<file path="src/rtl/encode_seq_if.sv">
// Token input and LZS beat output bundle between the match finder, the
// sequencer and the encode_out bit packer.
interface encode_seq_if;
    logic        tok_valid;
    logic        tok_ready;
    logic        tok_end;
    logic        tok_type;
    logic [7:0]  tok_lit;
    logic [10:0] tok_off;
    logic [10:0] tok_len;
    logic        cnt_output_enable;
    logic [12:0] cnt_output;
    logic [3:0]  cnt_len;
    logic        cnt_finish;

    // Token source that also observes the beat stream.
    modport master (
        output tok_valid, tok_end, tok_type, tok_lit, tok_off, tok_len,
        input  tok_ready, cnt_output_enable, cnt_output, cnt_len, cnt_finish
    );

    // The sequencer itself.
    modport slave (
        input  tok_valid, tok_end, tok_type, tok_lit, tok_off, tok_len,
        output tok_ready, cnt_output_enable, cnt_output, cnt_len, cnt_finish
    );
endinterface

</file>
<file path="src/rtl/encode_seq.sv">
// LZS token-to-bitcode sequencer: turns literal/match/end tokens into
// variable-length code beats, appends the end marker, pads to PAD_W bits
// and then holds cnt_finish until reset.
module encode_seq #(
    parameter int PAD_W = 64
) (
    input  logic         clk,
    input  logic         rst,
    encode_seq_if.slave  bus
);
    localparam int BP_W = $clog2(PAD_W);

    typedef enum logic [2:0] {
        S_IDLE, S_HEAD, S_LEN, S_EXT, S_ENDM, S_PAD, S_DONE
    } state_t;

    state_t          r_state, w_state_next;
    logic            r_type;
    logic [7:0]      r_lit;
    logic [10:0]     r_off, r_len, r_rem;
    logic [BP_W-1:0] r_bitpos;

    logic            r_oe, r_finish;
    logic [12:0]     r_out;
    logic [3:0]      r_cnt_len;

    logic            w_beat_en, w_final, w_accept;
    logic [12:0]     w_beat_data;
    logic [3:0]      w_beat_len;
    logic [10:0]     w_rem_next;
    logic [10:0]     w_r;
    logic [BP_W:0]   w_need;
    logic [BP_W-1:0] w_bitpos_next;

    // Length residue above the 8-symbol base, and bits left to the pad boundary.
    assign w_r           = r_len - 11'd8;
    assign w_need        = (BP_W+1)'(PAD_W) - {1'b0, r_bitpos};
    assign w_bitpos_next = r_bitpos + BP_W'(w_beat_len);

    // A new token is taken while idle or on the last beat of the current one,
    // so back-to-back tokens never see an idle bubble.
    assign bus.tok_ready = (r_state == S_IDLE) || w_final;
    assign w_accept      = bus.tok_valid && bus.tok_ready;

    // Decode the beat for the current state.
    always_comb begin
        // NOTE: every output of a combinational block gets a default first,
        // otherwise any path that skips an assignment infers a latch.
        w_beat_en   = 1'b0;
        w_beat_data = 13'd0;
        w_beat_len  = 4'd0;
        w_final     = 1'b0;
        w_rem_next  = r_rem;
        unique case (r_state)
            S_HEAD: begin
                w_beat_en = 1'b1;
                if (!r_type) begin
                    w_beat_data = {5'd0, r_lit};
                    w_beat_len  = 4'd9;
                    w_final     = 1'b1;
                end else if (r_off < 11'd128) begin
                    w_beat_data = {4'd0, 2'b11, r_off[6:0]};
                    w_beat_len  = 4'd9;
                end else begin
                    w_beat_data = {2'b10, r_off};
                    w_beat_len  = 4'd13;
                end
            end
            S_LEN: begin
                w_beat_en = 1'b1;
                if (r_len < 11'd5) begin
                    w_beat_data = {11'd0, r_len[1:0] - 2'd2};
                    w_beat_len  = 4'd2;
                    w_final     = 1'b1;
                end else if (r_len < 11'd8) begin
                    w_beat_data = {9'd0, 2'b11, r_len[1:0] - 2'd1};
                    w_beat_len  = 4'd4;
                    w_final     = 1'b1;
                end else if (w_r < 11'd15) begin
                    w_beat_data = {5'd0, 4'hF, w_r[3:0]};
                    w_beat_len  = 4'd8;
                    w_final     = 1'b1;
                end else begin
                    w_beat_data = 13'h000F;
                    w_beat_len  = 4'd4;
                    w_rem_next  = w_r;
                end
            end
            S_EXT: begin
                w_beat_en  = 1'b1;
                w_beat_len = 4'd4;
                if (r_rem >= 11'd15) begin
                    w_beat_data = 13'h000F;
                    w_rem_next  = r_rem - 11'd15;
                end else begin
                    w_beat_data = {9'd0, r_rem[3:0]};
                    w_final     = 1'b1;
                end
            end
            S_ENDM: begin
                w_beat_en   = 1'b1;
                w_beat_data = 13'h0180;
                w_beat_len  = 4'd9;
            end
            S_PAD: begin
                w_beat_en  = 1'b1;
                w_beat_len = (w_need > (BP_W+1)'(15)) ? 4'd15 : w_need[3:0];
            end
            default: ;
        endcase
    end

    // Next-state selection; a final beat hands over directly to the next token.
    always_comb begin
        w_state_next = r_state;
        unique case (r_state)
            S_IDLE:         if (w_accept) w_state_next = bus.tok_end ? S_ENDM : S_HEAD;
            S_HEAD:         if (r_type) w_state_next = S_LEN;
            S_LEN:          if (!w_final) w_state_next = S_EXT;
            S_EXT:          w_state_next = S_EXT;
            S_ENDM, S_PAD:  w_state_next = (w_bitpos_next == '0) ? S_DONE : S_PAD;
            default:        w_state_next = S_DONE;
        endcase
        if (w_final)
            w_state_next = w_accept ? (bus.tok_end ? S_ENDM : S_HEAD) : S_IDLE;
    end

    // State, token capture, extension remainder and stream bit position.
    always_ff @(posedge clk or posedge rst) begin
        // NOTE: the reset is asynchronous, so it sits in the sensitivity list
        // and clears every register without waiting for a clock edge.
        if (rst) begin
            r_state  <= S_IDLE;
            r_type   <= 1'b0;
            r_lit    <= 8'd0;
            r_off    <= 11'd0;
            r_len    <= 11'd0;
            r_rem    <= 11'd0;
            r_bitpos <= '0;
        end else begin
            // NOTE: sequential state uses non-blocking assignments so every
            // register samples the pre-edge values of the others.
            r_state <= w_state_next;
            r_rem   <= w_rem_next;
            if (w_beat_en)
                r_bitpos <= w_bitpos_next;
            if (w_accept) begin
                r_type <= bus.tok_type;
                r_lit  <= bus.tok_lit;
                r_off  <= bus.tok_off;
                r_len  <= bus.tok_len;
            end
        end
    end

    // Registered beat outputs; data and length hold between beats.
    always_ff @(posedge clk or posedge rst) begin
        if (rst) begin
            r_oe      <= 1'b0;
            r_out     <= 13'd0;
            r_cnt_len <= 4'd0;
            r_finish  <= 1'b0;
        end else begin
            r_oe     <= w_beat_en;
            r_finish <= (r_state == S_DONE);
            if (w_beat_en) begin
                r_out     <= w_beat_data;
                r_cnt_len <= w_beat_len;
            end
        end
    end

    assign bus.cnt_output_enable = r_oe;
    assign bus.cnt_output        = r_out;
    assign bus.cnt_len           = r_cnt_len;
    assign bus.cnt_finish        = r_finish;
endmodule

</file>
<file path="src/flat_wrapper.sv">
// flat-port wrapper written by rule: the top's interface ports become plain ports
module encode_seq_flat 
#(
    parameter int PAD_W = 64
)
  (clk, rst, bus_tok_valid, bus_tok_end, bus_tok_type, bus_tok_lit, bus_tok_off, bus_tok_len, bus_tok_ready, bus_cnt_output_enable, bus_cnt_output, bus_cnt_len, bus_cnt_finish);
  encode_seq_if bus_i ();
  input  logic clk;
  input  logic rst;
  input wire logic [$bits(bus_i.tok_valid)-1:0] bus_tok_valid;
  input wire logic [$bits(bus_i.tok_end)-1:0] bus_tok_end;
  input wire logic [$bits(bus_i.tok_type)-1:0] bus_tok_type;
  input wire logic [$bits(bus_i.tok_lit)-1:0] bus_tok_lit;
  input wire logic [$bits(bus_i.tok_off)-1:0] bus_tok_off;
  input wire logic [$bits(bus_i.tok_len)-1:0] bus_tok_len;
  output wire logic [$bits(bus_i.tok_ready)-1:0] bus_tok_ready;
  output wire logic [$bits(bus_i.cnt_output_enable)-1:0] bus_cnt_output_enable;
  output wire logic [$bits(bus_i.cnt_output)-1:0] bus_cnt_output;
  output wire logic [$bits(bus_i.cnt_len)-1:0] bus_cnt_len;
  output wire logic [$bits(bus_i.cnt_finish)-1:0] bus_cnt_finish;
  assign bus_i.tok_valid = bus_tok_valid;
  assign bus_i.tok_end = bus_tok_end;
  assign bus_i.tok_type = bus_tok_type;
  assign bus_i.tok_lit = bus_tok_lit;
  assign bus_i.tok_off = bus_tok_off;
  assign bus_i.tok_len = bus_tok_len;
  assign bus_tok_ready = bus_i.tok_ready;
  assign bus_cnt_output_enable = bus_i.cnt_output_enable;
  assign bus_cnt_output = bus_i.cnt_output;
  assign bus_cnt_len = bus_i.cnt_len;
  assign bus_cnt_finish = bus_i.cnt_finish;
  encode_seq #(.PAD_W(PAD_W)) u_core (.clk(clk), .rst(rst), .bus(bus_i));
endmodule
</file>
<file path="config.mk">
export PLATFORM = sky130hd
export DESIGN_NAME = encode_seq_flat
export DESIGN_NICKNAME = d
export VERILOG_FILES = /design/src/rtl/encode_seq_if.sv /design/src/rtl/encode_seq.sv /design/src/flat_wrapper.sv
export SDC_FILE = /design/constraint.sdc
export NUM_CORES = 1
export LEC_CHECK = 0
export ABC_AREA = 1
export BUFFER_PORTS_ARGS = -buffer_cell sky130_fd_sc_hd__buf_2
export CAP_MARGIN = 10
export CORE_MARGIN = 2
export CORE_UTILIZATION = 35
export DETAILED_ROUTE_END_ITERATION = 16
export PLACE_DENSITY_LB_ADDON = 0.08
export SYNTH_ARGS = -nofsm -noshare
export SYNTH_HDL_FRONTEND = slang
export SYNTH_SLANG_ARGS = --single-unit
</file>
<file path="constraint.sdc">
create_clock -name clk -period 5.2 [get_ports clk]
set_clock_uncertainty 0.1 [all_clocks]
set_input_delay 0.78 -clock clk [delete_from_list [all_inputs] [get_ports clk]]
set_output_delay 0.78 -clock clk [all_outputs]
set_load 0.03 [all_outputs]
</file>
# Word level (Yosys, flattened, before mapping)
# Cells that the tools add are included.
# op_classes
add_sub_neg	6
multipliers	0
div	0
n_lt_le_gt_ge	6
eq_ne	12
n_shift	0
muxes	33
n_bitwise	0
n_reduce_logical	10
# ops
op	count
two-way mux 13 bit	4
case mux 13 bit (4 select lines)	1
two-way mux 11 bit	4
two-way mux 4 bit	6
less-than comparator 11 x 4 -> 1 bit, second input constant	2
case mux 11 bit (2 select lines)	1
subtractor 11 x 4 -> 11 bit, second input constant	2
case mux 4 bit (5 select lines)	1
two-way mux 3 bit	6
case mux 3 bit (4 select lines)	1
greater-or-equal comparator 11 x 4 -> 1 bit, second input constant	1
less-than comparator 11 x 3 -> 1 bit, second input constant	1
less-than comparator 11 x 8 -> 1 bit, second input constant	1
== test 3 bit, second input constant	3
two-way mux 8 bit	1
greater-than comparator 7 x 4 -> 1 bit, second input constant	1
subtractor 7 x 6 -> 7 bit, first input constant	1
adder 6 x 4 -> 6 bit	1
== test 3 x 2 -> 1 bit, second input constant	2
zero test 6 bit	1
two-way mux 1 bit	6
inequality test 2 bit, second input constant	3
inequality test 3 x 1 -> 1 bit, second input constant	2
AND reduction 5 bit	1
other kinds (13)	14
# totals
reg_bits	70
latchBits	0
ramBits	0
rom_bits	0
in_bits	35
output_inout_bits	20
n_memories	0

# Longest topological paths before layout
# Gate-level depths: netlist (run 1).
# logic_depth
depth_word	11
ltp_mapped	22

# Worst setup path before layout (run 1)
# Ideal clock, no wire load.
# synth_path
path_type	reg-to-reg
start	reg u_core.r_bitpos[0]
end	reg u_core.r_state[0]
arrival_time_ps	2688
required_time_ps	4983
path_slack_ps	2295
path_stages_with_launch	21
path_buffers	0
path_cell_list	dfrtp_1 > inv_1 > ha_1 > xor2_1 > nor3b_1 > nand3_1 > nand2_1 > o21ai_0 > nand2_1 > ha_1 > inv_1 > fa_1 > xnor2_1 > nor3b_1 > nand2_1 > nor2_1 > nand2_1 > nand2_1 > nand2_1 > nor2_1 > nor2_1
# synth_between
elab_chain_cells	9
# synth_lines
item	line	source
from (decl)	encode_seq.sv:21	logic [BP_W-1:0] r_bitpos;
from (signal assigned)	encode_seq.sv:146	r_bitpos <= w_bitpos_next;
subtractor 7 x 6 -> 7 bit (*)	encode_seq.sv:37	assign w_need = (BP_W+1)'(PAD_W) - {1'b0, r_bitpos};
greater-than comparator 7 x 4 -> 1 bit	encode_seq.sv:107	w_beat_len = (w_need > (BP_W+1)'(15)) ? 4'd15 : w_need[3:0];
two-way mux 4 bit (*)	encode_seq.sv:107	
case mux 4 bit (5 select lines) (*)	encode_seq.sv:54	unique case (r_state)
net u_core.w_beat_len[0]	encode_seq.sv:29	logic [3:0] w_beat_len;
adder 6 x 4 -> 6 bit (*)	encode_seq.sv:38	assign w_bitpos_next = r_bitpos + BP_W'(w_beat_len);
zero test 6 bit (*)	encode_seq.sv:121	S_ENDM, S_PAD: w_state_next = (w_bitpos_next == '0) ? S_DONE : S_PAD;
two-way mux 2 bit (*)	encode_seq.sv:121	
case mux 3 bit (4 select lines) (*)	encode_seq.sv:116	unique case (r_state)
two-way mux 3 bit (*)	encode_seq.sv:124	if (w_final)
to (signal assigned)	encode_seq.sv:143	r_state <= w_state_next;
to (decl)	encode_seq.sv:17	state_t r_state, w_state_next;
# Mark *: on every way through the listed nets, which the timed path passes. The rest lies on a longest branch.
# A chain may end at the register's enable or synchronous reset.

# Worst setup path after layout (run 1)
# layout_path
start	reg u_core.r_len[3]
end	out bus_tok_ready
# layout_between
elab_chain_cells	7
word_cells_on_any_way	9
# layout_lines
item	line	source
from (decl)	encode_seq.sv:20	logic [10:0] r_off, r_len, r_rem;
from (signal assigned)	encode_seq.sv:151	r_len <= bus.tok_len;
subtractor 11 x 4 -> 11 bit	encode_seq.sv:36	assign w_r = r_len - 11'd8;
less-than comparator 11 x 4 -> 1 bit	encode_seq.sv:79	end else if (w_r < 11'd15) begin
two-way mux 1 bit	encode_seq.sv:79	
two-way mux 1 bit	encode_seq.sv:75	end else if (r_len < 11'd8) begin
two-way mux 1 bit (*)	encode_seq.sv:71	if (r_len < 11'd5) begin
case mux 1 bit (3 select lines) (*)	encode_seq.sv:54	
logical OR 1 bit (*)	encode_seq.sv:42	assign bus.tok_ready = (r_state == S_IDLE) || w_final;
to (decl)	flat_wrapper.sv:16	output wire logic [$bits(bus_i.tok_ready)-1:0] bus_tok_ready;
# Every way passes the cells marked *; elsewhere a longest branch is shown, timed or not.

==> results of run 1 <==
-- final cells by class --
type | instances | area [sq um]
clock buffer | 10 | 128
clock inverter | 6 | 71.3
fill | 1193 | 6410
inverter | 49 | 184
multi-input combinational | 365 | 1860
sequential | 69 | 1730
tap | 140 | 175
timing repair buffer | 56 | 288
-- worst max-delay path, delay by kind of cell, from the launching register on --
family / cells / cell delay, ns
and+or+nand+nor: 6 / 0.91
DFF: 1 / 0.38
adders and majority gates: 1 / 0.26
AOI/OAI and AO/OA: 1 / 0.22
buffers and inverters: 2 / 0.59
-- kinds of logic after synthesis --
group / synth area share
flip-flops: 0.445
AND/OR/NAND/NOR: 0.315
AO/OA/AOI/OAI: 0.0999
XOR/XNOR: 0.0248
buffers and inverters: 0.0776
other: 0.000966
adder cells (fa/ha/maj): 0.0374
-- flip-flops by register name, indices dropped and copies added (netlist names) --
name,flops
u_core.r_len,11
u_core.r_type,1
u_core.bus.cnt_output,12
u_core.r_state,3
u_core.r_rem,11
u_core.r_off,11
u_core.bus.cnt_finish,1
u_core.r_lit,8
u_core.bus.cnt_len,4
u_core.r_bitpos,6
u_core.bus.cnt_output_enable,1
-- power by group --
part           switching (mW)  internal, mW  total (mW)
clock                   0.227         0.225       0.452
sequential              0.191         0.776       0.967
combinational            1.02         0.526        1.55
total                    1.44          1.53        2.97
-- placed cells by master (no fill, tap or decap), types with 8 or more instances in the layout --
| cell type | n |
|---|---|
| inv_1 | 45 |
| buf_2 | 53 |
| clkbuf_8 | 9 |
| a22oi_1 | 8 |
| nand2_1 | 163 |
| nor2_1 | 33 |
| dfrtp_1 | 69 |
| nand3_1 | 56 |
| o21ai_0 | 28 |
| ha_1 | 10 |
| a21oi_1 | 9 |
-- routing by layer --
metal / routed length [microns] / vias to the layer above
li1: - / 1718
met1: 4990 / 1598
met2: 4320 / 66
met3: 357 / 11
met4: 132 / 0
met5: 0 / -
-- path summary, 6_finish.rpt --
kind | start | end | slack, ns | cells after the start
worst max register to register | u_core.r_len[3]$_DFFE_PP0P_ | u_core.r_state[0]$_DFFE_PP0P_ | 1.88 | 19
min in group asynchronous | rst | u_core.r_off[4]$_DFFE_PP0P_ | 0.58 | 3
max in group asynchronous | rst | u_core.bus.cnt_output[3]$_DFFE_PP0P_ | 3.82 | 3
worst max-delay path | u_core.r_len[3]$_DFFE_PP0P_ | bus_tok_ready | 1.61 | 10
worst min-delay path | u_core.r_len[3]$_DFFE_PP0P_ | u_core.r_len[3]$_DFFE_PP0P_ | 0.37 | 2
worst min register to register | u_core.r_len[3]$_DFFE_PP0P_ | u_core.r_len[3]$_DFFE_PP0P_ | 0.37 | 2
==> qor.csv, run 1 <==
stage;metric;value;unit
status;status;finished, final reports clean;
place;place_hpwl;7080;microns
final_layout;stdcell_count;695;
floorplan;start_util;0.358;
sta;max_freq;279;MHz
final_layout;fin_util;0.408;
sta;final.setup.worst_slack;1.61;ns
setup_path;endpoint_kind;output port;
setup_path;path_class;reg -> out;
global_routing;antenna_found_initial;0;
logic_synthesis;synth-warning-count;0;
min_path;min_path_type;reg -> reg;
global_routing;first_global_vias;3289;
sta;rsz0062_at_grt;no;
floorplan;rows;38;
setup_path;slowest_stage;nand4_4;
floorplan;fp.coreArea;10800;sq um
global_routing;gr-total-overflow;0;
global_routing;use_met1;0.264;
detailed_routing;antenna_left;0;
sta;setup_violations;0;
cts;cts_max_level;3;
floorplan;ioPinCount;55;
final_layout;nets;596;
detailed_routing;wl_per_cell;14.1;microns
sta;period_minus_slack;3.59;ns
logic_synthesis;synth_edf_count;0;
place;dp_slack;1.90;ns
logic_synthesis;netlist_top_cells_area;dfrtp_1 (44%), nand2_1 (16%), nand3_1 (7.2%);
logic_synthesis;syn-cell-area;3880;sq um
global_routing;grt.busiest_layer;met2;
setup_path;worst_ep_required_time;4.32;ns
power_and_ir_drop;irDropWorstVdd;0.205;mV
setup_path;cp.arrival;2.71;ns
logic_synthesis;seq_area_frac_synth;0.445;
final_layout;stdcell_area;4430;sq um
detailed_routing;drt_iter0_drc;147;
sta;maxSlewViolCount;0;
detailed_routing;vias;3393;
cts;cts_sinks;69;
power_and_ir_drop;cellLeakagePower;2.30;nW
cts;cts.clk_slew.worst_paths;0.07;ns
global_routing;grt_pass1_wl;16400;microns
logic_synthesis;postSynthCellCount;499;
setup_path;path_common_cell;nand2_2;
sta;timing.hold.ws;0.375;ns
cts;cts_tree;yes;
place;port_buffers;53;
detailed_routing;firstDrtPassIters;4;
global_routing;track_usage;0.179;
sta;hold_viol;0;
sta;slew_headroom;0.399;
global_routing;met3_usage;0.0326;
floorplan;die_w;109;microns
sta;worstMarginPinSlew;0.902;ns
cts;clkLatencyLatePin;0.35;ns
setup_path;path_cells;inv_1 -> ha_1 -> nand3_1 -> o21ai_1 -> nor2_2 -> nand2_2 -> nand2_2 -> nand2_4 -> nand4_4 -> buf_2;
logic_synthesis;syn-mean-instance-area;7.78;sq um
place;gp_congestion;0.816;
logic_synthesis;ys_seq_elements;69;
cts;clk_path_buf_depth;2;
detailed_routing;via_per_inst;4.88;
sta;min_period_over_period;0.689;
place;place_area;4230;sq um
final_layout;n_antenna_cell;0;
cts;cts_buffers;9;
power_and_ir_drop;power.total;2.97;mW
detailed_routing;wl;9800;microns
logic_synthesis;synth_largest_area_cell;dfrtp_1;
global_routing;met2_usage;0.266;
final_layout;area_delta_synth_final;14.0;%
logic_synthesis;synthArstFlopShare;1.00;
logic_synthesis;yosysUniqueCellTypes;35;
logic_synthesis;yosysMostFrequentCell;nand2_1;
logic_synthesis;synth_nets;545;
cts;clockRootBuffer;clkbuf_8;
final_layout;drive_gt1_frac;0.171;
setup_path;critPathMaxFanout;34;
place;dp.cells;679;
detailed_routing;drc;0;
logic_synthesis;synth_top_cells_by_count;nand2_1 (163), dfrtp_1 (69), nand3_1 (56);
flow_run;maxCapViolCount;0;
logic_synthesis;synth_top_area_share;0.445;
floorplan;die_h;109;microns
setup_path;max_stage_delay;0.43;ns
floorplan;dieArea;12000;sq um
global_routing;grt_max_degree;70;
cts;post_cts_resized;0;
logic_synthesis;synthFlopType;dfrtp_1;
sta;setup_tns;0;ns
cts;cts_setup_buffers;0;
setup_path;critPathLaunchType;flip-flop;
cts;cts_hold_buf;0;
power_and_ir_drop;power.density;671;nW/um^2
(Power assumes the default switching activity.)
==> run 2: changes to the inputs <==
--- a/config.mk
+++ b/config.mk
@@ -5,7 +5,7 @@
 export SDC_FILE = /design/constraint.sdc
 export NUM_CORES = 1
 export LEC_CHECK = 0
-export ABC_AREA = 1
+export ABC_AREA = 0
 export BUFFER_PORTS_ARGS = -buffer_cell sky130_fd_sc_hd__buf_2
 export CAP_MARGIN = 10
 export CORE_MARGIN = 2
==> constraint.sdc (replaced) <==
create_clock -name clk -period 3.1 [get_ports clk]
set_clock_uncertainty 0.1 [all_clocks]
set_input_delay 0.465 -clock clk [delete_from_list [all_inputs] [get_ports clk]]
set_output_delay 0.465 -clock clk [all_outputs]
set_load 0.03 [all_outputs]
==> qor.csv, run 2 <==
stage;metric;value;unit;change
power_and_ir_drop;irDropWorstVdd;0.506;mV;+150%
cts;cts_tree;yes;;
setup_path;critPathMaxFanout;4;;-88%
place;dp_slack;-0.231;ns;-2.14 ns
cts;clk_path_buf_depth;2;;unchanged
global_routing;track_usage;0.183;;+0.00346
detailed_routing;vias;3305;;-2.6%
logic_synthesis;synth-adder-area-share;0.0335;;-0.00388
cts;cts_max_level;3;;unchanged
setup_path;slowest_stage;a311o_1;;
sta;setup_tns;-0.0787;ns;-0.0787 ns
global_routing;grt_max_degree;70;;unchanged
detailed_routing;drt_iter0_drc;203;;+38%
logic_synthesis;postSynthCellCount;371;;-26%
global_routing;first_global_vias;3344;;+1.7%
setup_path;timing.reg2reg.setup_slack;-0.08;ns;-1.96 ns
place;place_hpwl;7390;microns;+4.3%
floorplan;fp.coreArea;10900;sq um;+0.88%
place;port_buffers;53;;unchanged
setup_path;cp.arrival;3.28;ns;+0.57 ns
final_layout;drive_gt1_frac;0.425;;+0.253
sta;min_period_over_period;1.03;;
cts;cts_hold_buf;0;;unchanged
logic_synthesis;synth_edf_count;0;;unchanged
place;place_area;4900;sq um;+16%
detailed_routing;drc;0;;unchanged
setup_path;worst_ep_required_time;3.20;ns;-1.12 ns
logic_synthesis;synth_top_family_by_area;compound AO/OA/AOI/OAI gates;;
floorplan;ioPinCount;55;;unchanged
floorplan;start_util;0.362;;+0.00386
setup_path;endpoint_kind;flip-flop;;
logic_synthesis;synth_top_area_share;0.436;;-0.00857
power_and_ir_drop;cellLeakagePower;2.58;nW;+12%
final_layout;mostFrequentLayoutCells;buf_4 (78), dfrtp_1 (68), buf_2 (53);;
sta;hold_viol;0;;unchanged
detailed_routing;antenna_left;0;;unchanged
power_and_ir_drop;power.density;1100;nW/um^2;+64%
logic_synthesis;netlist_top_cells_area;dfrtp_1 (44%), mux2_4 (11%), o21ai_0 (2.9%);;
sta;worstMarginPinSlew;0.673;ns;-0.228 ns
setup_path;path_cells;inv_1 -> ha_1 -> a21o_1 -> a21boi_1 -> a21oi_1 -> a311o_1 -> ha_4 -> and3_4 -> a221o_1 -> xnor2_1 -> a41oi_2 -> nor3b_2 -> o22ai_1;;
logic_synthesis;synth_top_cells_by_count;dfrtp_1 (69), mux2_4 (30), nand2_1 (30);;
sta;max_freq;315;MHz;
floorplan;die_w;110;microns;+0.94%
final_layout;n_antenna_cell;0;;unchanged
sta;period_minus_slack;3.18;ns;
cts;clkLatencyLatePin;0.33;ns;-0.02 ns
status;status;finished, violations left;;
setup_path;max_stage_delay;0.39;ns;-0.04 ns
detailed_routing;wl;10100;microns;+3.0%
logic_synthesis;synth_simple_gate_area_frac;0.148;;-0.167
place;gp_congestion;0.837;;+2.5%
setup_path;timing.rr.start;u_core.r_bitpos[0]$_DFFE_PP0P_;;
logic_synthesis;yosys.area_share.xor_xnor;0.0288;;+0.00395
setup_path;reg2reg_depth;13;;-6
logic_synthesis;synthArstFlopShare;1.00;;unchanged
logic_synthesis;syn-mean-instance-area;10.7;sq um;+37%
final_layout;area_delta_synth_final;34.3;%;
logic_synthesis;seq_area_frac_synth;0.436;;-0.00857
min_path;min_path_type;in -> async;;
detailed_routing;via_per_inst;5.13;;+5.1%
cts;cts.clk_slew.worst_paths;0.06;ns;about the same
setup_path;crit_buf_inv;1;;-1
final_layout;stdcell_area;5320;sq um;+20%
global_routing;grt_pass1_wl;16800;microns;+2.4%
final_layout;largest_reg_flops;12;;unchanged
logic_synthesis;synth_nets;416;;-24%
logic_synthesis;muxShareOfSynthArea;0.119;;+0.119
detailed_routing;firstDrtPassIters;5;;+1
logic_synthesis;syn-cell-area;3960;sq um;+2.0%
cts;clockRootBuffer;clkbuf_16;;
sta;rsz0062_at_grt;yes;;
flow_run;maxCapViolCount;0;;unchanged
floorplan;die_h;110;microns;+0.94%
setup_path;path_class;reg -> reg;;
logic_synthesis;synthFlopType;dfrtp_1;;
final_layout;num-fill-cells;1058;;-11%
floorplan;dieArea;12200;sq um;+1.9%
detailed_routing;wl_per_cell;15.7;microns;+11%
sta;maxSlewViolCount;0;;unchanged
sta;setup_violations;1;;+1
final_layout;nets;544;;-8.7%
logic_synthesis;yosysUniqueCellTypes;68;;+94%
logic_synthesis;synth-compound-area-share;0.190;;+0.0897
final_layout;final_common_cell;buf_4;;
sta;final.setup.worst_slack;-0.0787;ns;-1.69 ns
logic_synthesis;synth-warning-count;0;;unchanged
sta;slew_headroom;0.551;;+0.152
logic_synthesis;ys_seq_elements;69;;unchanged
logic_synthesis;synth_largest_area_cell;dfrtp_1;;
floorplan;rows;38;;unchanged
cts;cts_sinks;69;;unchanged
global_routing;antenna_found_initial;0;;unchanged
global_routing;gr-total-overflow;0;;unchanged
cts;cts_buffers;9;;unchanged
status;failed_checks;negative setup slack;;
setup_path;critPathTopFamily;compound AO/OA/AOI/OAI gates;;
setup_path;rr_endpoint;u_core.r_state[0]$_DFFE_PP0P_;;
setup_path;critPathLaunchType;flip-flop;;
logic_synthesis;yosysMostFrequentCell;dfrtp_1;;
-- run 2: cell types whose count changed after synthesis, moves of 7 or more --
cell / delta
a21o_1: +7
nor2_1: -9
nand2_1: -133
inv_1: -34
mux2_4: +30
nand3_1: -43
-- run 2: how the worst max path moves through the flow --
stage / start / to / depth (start not counted)
floorplan: u_core.r_len[3]$_DFFE_PP0P_ / u_core.r_state[0]$_DFFE_PP0P_ / 13
global placement: u_core.r_bitpos[0]$_DFFE_PP0P_ / u_core.r_state[0]$_DFFE_PP0P_ / 14
detailed placement: u_core.r_bitpos[0]$_DFFE_PP0P_ / u_core.r_state[0]$_DFFE_PP0P_ / 14
CTS: u_core.r_len[4]$_DFFE_PP0P_ / u_core.r_state[0]$_DFFE_PP0P_ / 13
global route: u_core.r_len[4]$_DFFE_PP0P_ / u_core.r_state[0]$_DFFE_PP0P_ / 14
finish: u_core.r_bitpos[0]$_DFFE_PP0P_ / u_core.r_state[0]$_DFFE_PP0P_ / 13
-- run 2: where the power goes --
group          switching (mW)  internal (mW)  total (mW)
clock network           0.403          0.540       0.942
logic                    1.57           1.69        3.27
registers               0.347           1.32        1.66
total                    2.32           3.55        5.87
-- run 2: what timing repair did --
action	CTS	global route
setup endpoints to repair	2	7
pin swaps	12	0
buffers inserted	7	1
resized for setup	16	3
-- run 2: stage by stage --
stage                     cells   util  hold WS [ns]  power, mW
after detailed placement    620  0.448         0.364       4.75
final                       644  0.486        0.0574       5.87
after floorplan             371      -         0.365       3.57
after global placement      620  0.448         0.357       4.73
after CTS                   643  0.484         0.119       5.88
after global routing        644  0.486         0.136       6.31
-- run 2: layout make-up --
type | count | area (sq um) | share of cell area
Inverter | 12 | 45.0 | 0.00847
Sequential cell | 69 | 1730 | 0.325
Tap cell | 140 | 175 | 0.0329
Clock inverter | 6 | 40.0 | 0.00753
Multi-Input combinational cell | 273 | 2200 | 0.414
Timing Repair Buffer | 134 | 902 | 0.170
Clock buffer | 10 | 229 | 0.0430
-- run 2: logic make-up after synthesis --
kind of cell             Yosys count
XOR/XNOR                          13
adder cells (fa/ha/maj)           10
AO/OA/AOI/OAI                    105
other                              1
multiplexers                      32
buffers and inverters             29
AND/OR/NAND/NOR                  112
flip-flops                        69
-- run 2: tightest hold or removal path: stages --
cell	delay [ns]
buf_2	0.10
inv_2	0.06
buf_12	0.27
-- run 2: routing by layer --
| layer | vias up | global-route usage | wire [microns] |
|---|---|---|---|
| met1 | 1584 | 0.270 | 5150 |
| met5 | - | 0 | 0 |
| met2 | 73 | 0.266 | 4330 |
| met3 | 11 | 0.0335 | 462 |
| met4 | 0 | 0.0679 | 151 |
| li1 | 1637 | - | - |
==> run 3: changes to the inputs <==
==> constraint.sdc (replaced) <==
create_clock -name clk -period 4.1 [get_ports clk]
set_clock_uncertainty 0.1 [all_clocks]
set_input_delay 0 -clock clk [delete_from_list [all_inputs] [get_ports clk]]
set_output_delay 0 -clock clk [all_outputs]
set_load 0.03 [all_outputs]
==> qor.csv, run 3 (synthesized netlist as in run 2, its figures left out) <==
stage;metric;value;unit;change
detailed_routing;firstDrtPassIters;5;;unchanged
place;port_buffers;53;;unchanged
place;dp.cells;556;;-10%
sta;rsz0062_at_grt;no;;
sta;setup_violations;0;;-1
place;place_area;4340;sq um;-11%
setup_path;rr_endpoint;u_core.r_state[0]$_DFFE_PP0P_;;
sta;max_freq;261;MHz;-17%
detailed_routing;wl;9950;microns;-1.4%
final_layout;multi_input_area;2080;sq um;-5.6%
final_layout;drive_gt1_frac;0.261;;-0.163
cts;cts_sinks;69;;unchanged
final_layout;nets;507;;-6.8%
floorplan;fp.coreArea;10900;sq um;unchanged
setup_path;cp.arrival;3.92;ns;+0.64 ns
final_layout;stdcell_count;607;;-5.7%
final_layout;area_delta_synth_final;26.3;%;
setup_path;timing.rr.start;u_core.r_len[3]$_DFFE_PP0P_;;
cts;clk_path_buf_depth;2;;unchanged
floorplan;rows;38;;unchanged
global_routing;grt_max_degree;41;;-41%
floorplan;die_h;110;microns;unchanged
global_routing;track_usage;0.174;;-0.00842
power_and_ir_drop;swShare;0.412;;+0.0164
final_layout;stdcell_area;5000;sq um;-6.0%
detailed_routing;antenna_left;0;;unchanged
cts;cts_max_level;3;;unchanged
detailed_routing;drc;0;;unchanged
detailed_routing;drt_iter0_drc;140;;-31%
setup_path;critPathLaunchType;flip-flop;;
place;place_hpwl;6950;microns;-5.9%
final_layout;n_antenna_cell;0;;unchanged
sta;timing.hold.ws;0.279;ns;+0.221 ns
sta;min_period_over_period;0.933;;-0.0920
final_layout;ff_latch_area;1730;sq um;about the same
sta;final.setup.worst_slack;0.273;ns;+0.352 ns
setup_path;path_class;reg -> reg;;
detailed_routing;via_per_inst;5.31;;+3.5%
power_and_ir_drop;power_frac_clock;0.199;;+0.038
power_and_ir_drop;seqPwrFrac;0.346;;+0.063
flow_run;maxCapViolCount;0;;unchanged
sta;maxSlewViolCount;0;;unchanged
power_and_ir_drop;irDropWorstVdd;0.323;mV;-36%
final_layout;largest_reg_flops;12;;unchanged
sta;worstMarginPinSlew;0.841;ns;+0.167 ns
setup_path;reg2reg_depth;13;;unchanged
power_and_ir_drop;combPwrFrac;0.455;;-0.101
floorplan;ioPinCount;55;;unchanged
setup_path;worst_ep_required_time;4.20;ns;+1.00 ns
power_and_ir_drop;cellLeakagePower;2.35;nW;-8.9%
setup_path;critPathMaxFanout;8;;+4
global_routing;grt_pass1_wl;16100;microns;-4.4%
setup_path;startpoint;u_core.r_len[3]$_DFFE_PP0P_;;
detailed_routing;wl_per_cell;16.4;microns;+4.6%
cts;cts_tree;yes;;
global_routing;gr-total-overflow;0;;unchanged
setup_path;timing.reg2reg.setup_slack;0.27;ns;+0.35 ns
power_and_ir_drop;p_int;2.29;mW;-35%
status;status;finished, final reports clean;;
setup_path;endpoint_kind;flip-flop;;
floorplan;dieArea;12200;sq um;unchanged
sta;period_minus_slack;3.83;ns;+0.648 ns
floorplan;die_w;110;microns;unchanged
power_and_ir_drop;power.total;3.90;mW;-34%
floorplan;start_util;0.362;;unchanged
power_and_ir_drop;p_switching;1.61;mW;-31%
cts;clockRootBuffer;clkbuf_16;;
final_layout;num-fill-cells;1021;;-3.5%
global_routing;antenna_found_initial;0;;unchanged
cts;cts.clk_slew.worst_paths;0.06;ns;about the same
global_routing;first_global_vias;3110;;-7.0%
min_path;min_path_type;in -> async;;
power_and_ir_drop;power.density;781;nW/um^2;-29%
sta;slew_headroom;0.439;;-0.112
final_layout;mostFrequentLayoutCells;dfrtp_1 (69), buf_2 (53), dlygate4sd3_1 (35);;
final_layout;final_common_cell;dfrtp_1;;
sta;setup_tns;0;ns;+0.0787 ns
place;dp_slack;0.279;ns;+0.511 ns
detailed_routing;vias;3223;;-2.5%
sta;hold_viol;0;;unchanged
final_layout;fin_util;0.457;;-0.0293
cts;cts_buffers;9;;unchanged
cts;clkLatencyLatePin;0.33;ns;about the same
place;gp_congestion;0.855;;+2.2%
run 3: cell count changes in the layout (fill, tap and decap cells not counted), sizes merged:
cell,delta
buf,-72
bufinv,+1
clkbuf,+1
clkinv,-3
dlygate4sd3,+35
inv,+1
run 3: how the worst max path moves through the flow:
| stage | slack (ns) | endpoint | depth (start not counted) |
|---|---|---|---|
| floorplan | 0.49 | u_core.r_state[0]$_DFFE_PP0P_ | 13 |
| global placement | 0.38 | u_core.r_state[0]$_DFFE_PP0P_ | 13 |
| detailed placement | 0.28 | u_core.r_state[0]$_DFFE_PP0P_ | 13 |
| CTS | 0.22 | u_core.r_state[0]$_DFFE_PP0P_ | 13 |
| global route | 0.01 | u_core.r_state[0]$_DFFE_PP0P_ | 14 |
| finish | 0.27 | u_core.r_state[0]$_DFFE_PP0P_ | 13 |
run 3: layout make-up:
cell class	count	share of cell area
multi-input combinational	273	0.415
sequential	69	0.345
timing repair buffer	97	0.137
clock buffer	11	0.0465
tap	140	0.0350
clock inverter	5	0.0120
inverter	12	0.00901
run 3: repair_timing:
| item | in CTS | in global routing |
|---|---|---|
| setup endpoints to repair | 0 | 1 |
| hold endpoints to repair | 72 | 0 |
| buffers inserted | 0 | 0 |
| hold buffers | 35 | 0 |
| resized for setup | 0 | 2 |
run 3: metal layers:
metal	wire [microns]	GRT usage	up-vias
li1	-	-	1560
met1	5140	0.258	1574
met2	4330	0.257	78
met3	336	0.0282	11
met4	147	0.0634	0
met5	0	0	-
run 3: critical path, stage by stage, from the launching register on:
cell and delay [ns]:
dfrtp_1 0.48, inv_1 0.14, ha_1 0.30, or2_2 0.35
o32ai_4 0.30, nand2_1 0.11, a311o_1 0.35, ha_1 0.36
and3_1 0.18, a221o_1 0.35, xnor2_1 0.15, a41oi_1 0.18
nor3b_1 0.22, o22ai_1 0.11
run 3: power groups by stage:
stage / clock network (mW) / logic [mW] / registers [mW]
3_3_place_gp: 0 / 1.72 / 1.35
5_1_grt: 0.825 / 1.96 / 1.40
4_1_cts: 0.798 / 1.76 / 1.34
2_1_floorplan: 0 / 1.28 / 1.34
6_report: 0.778 / 1.77 / 1.35
3_5_place_dp: 0 / 1.71 / 1.35
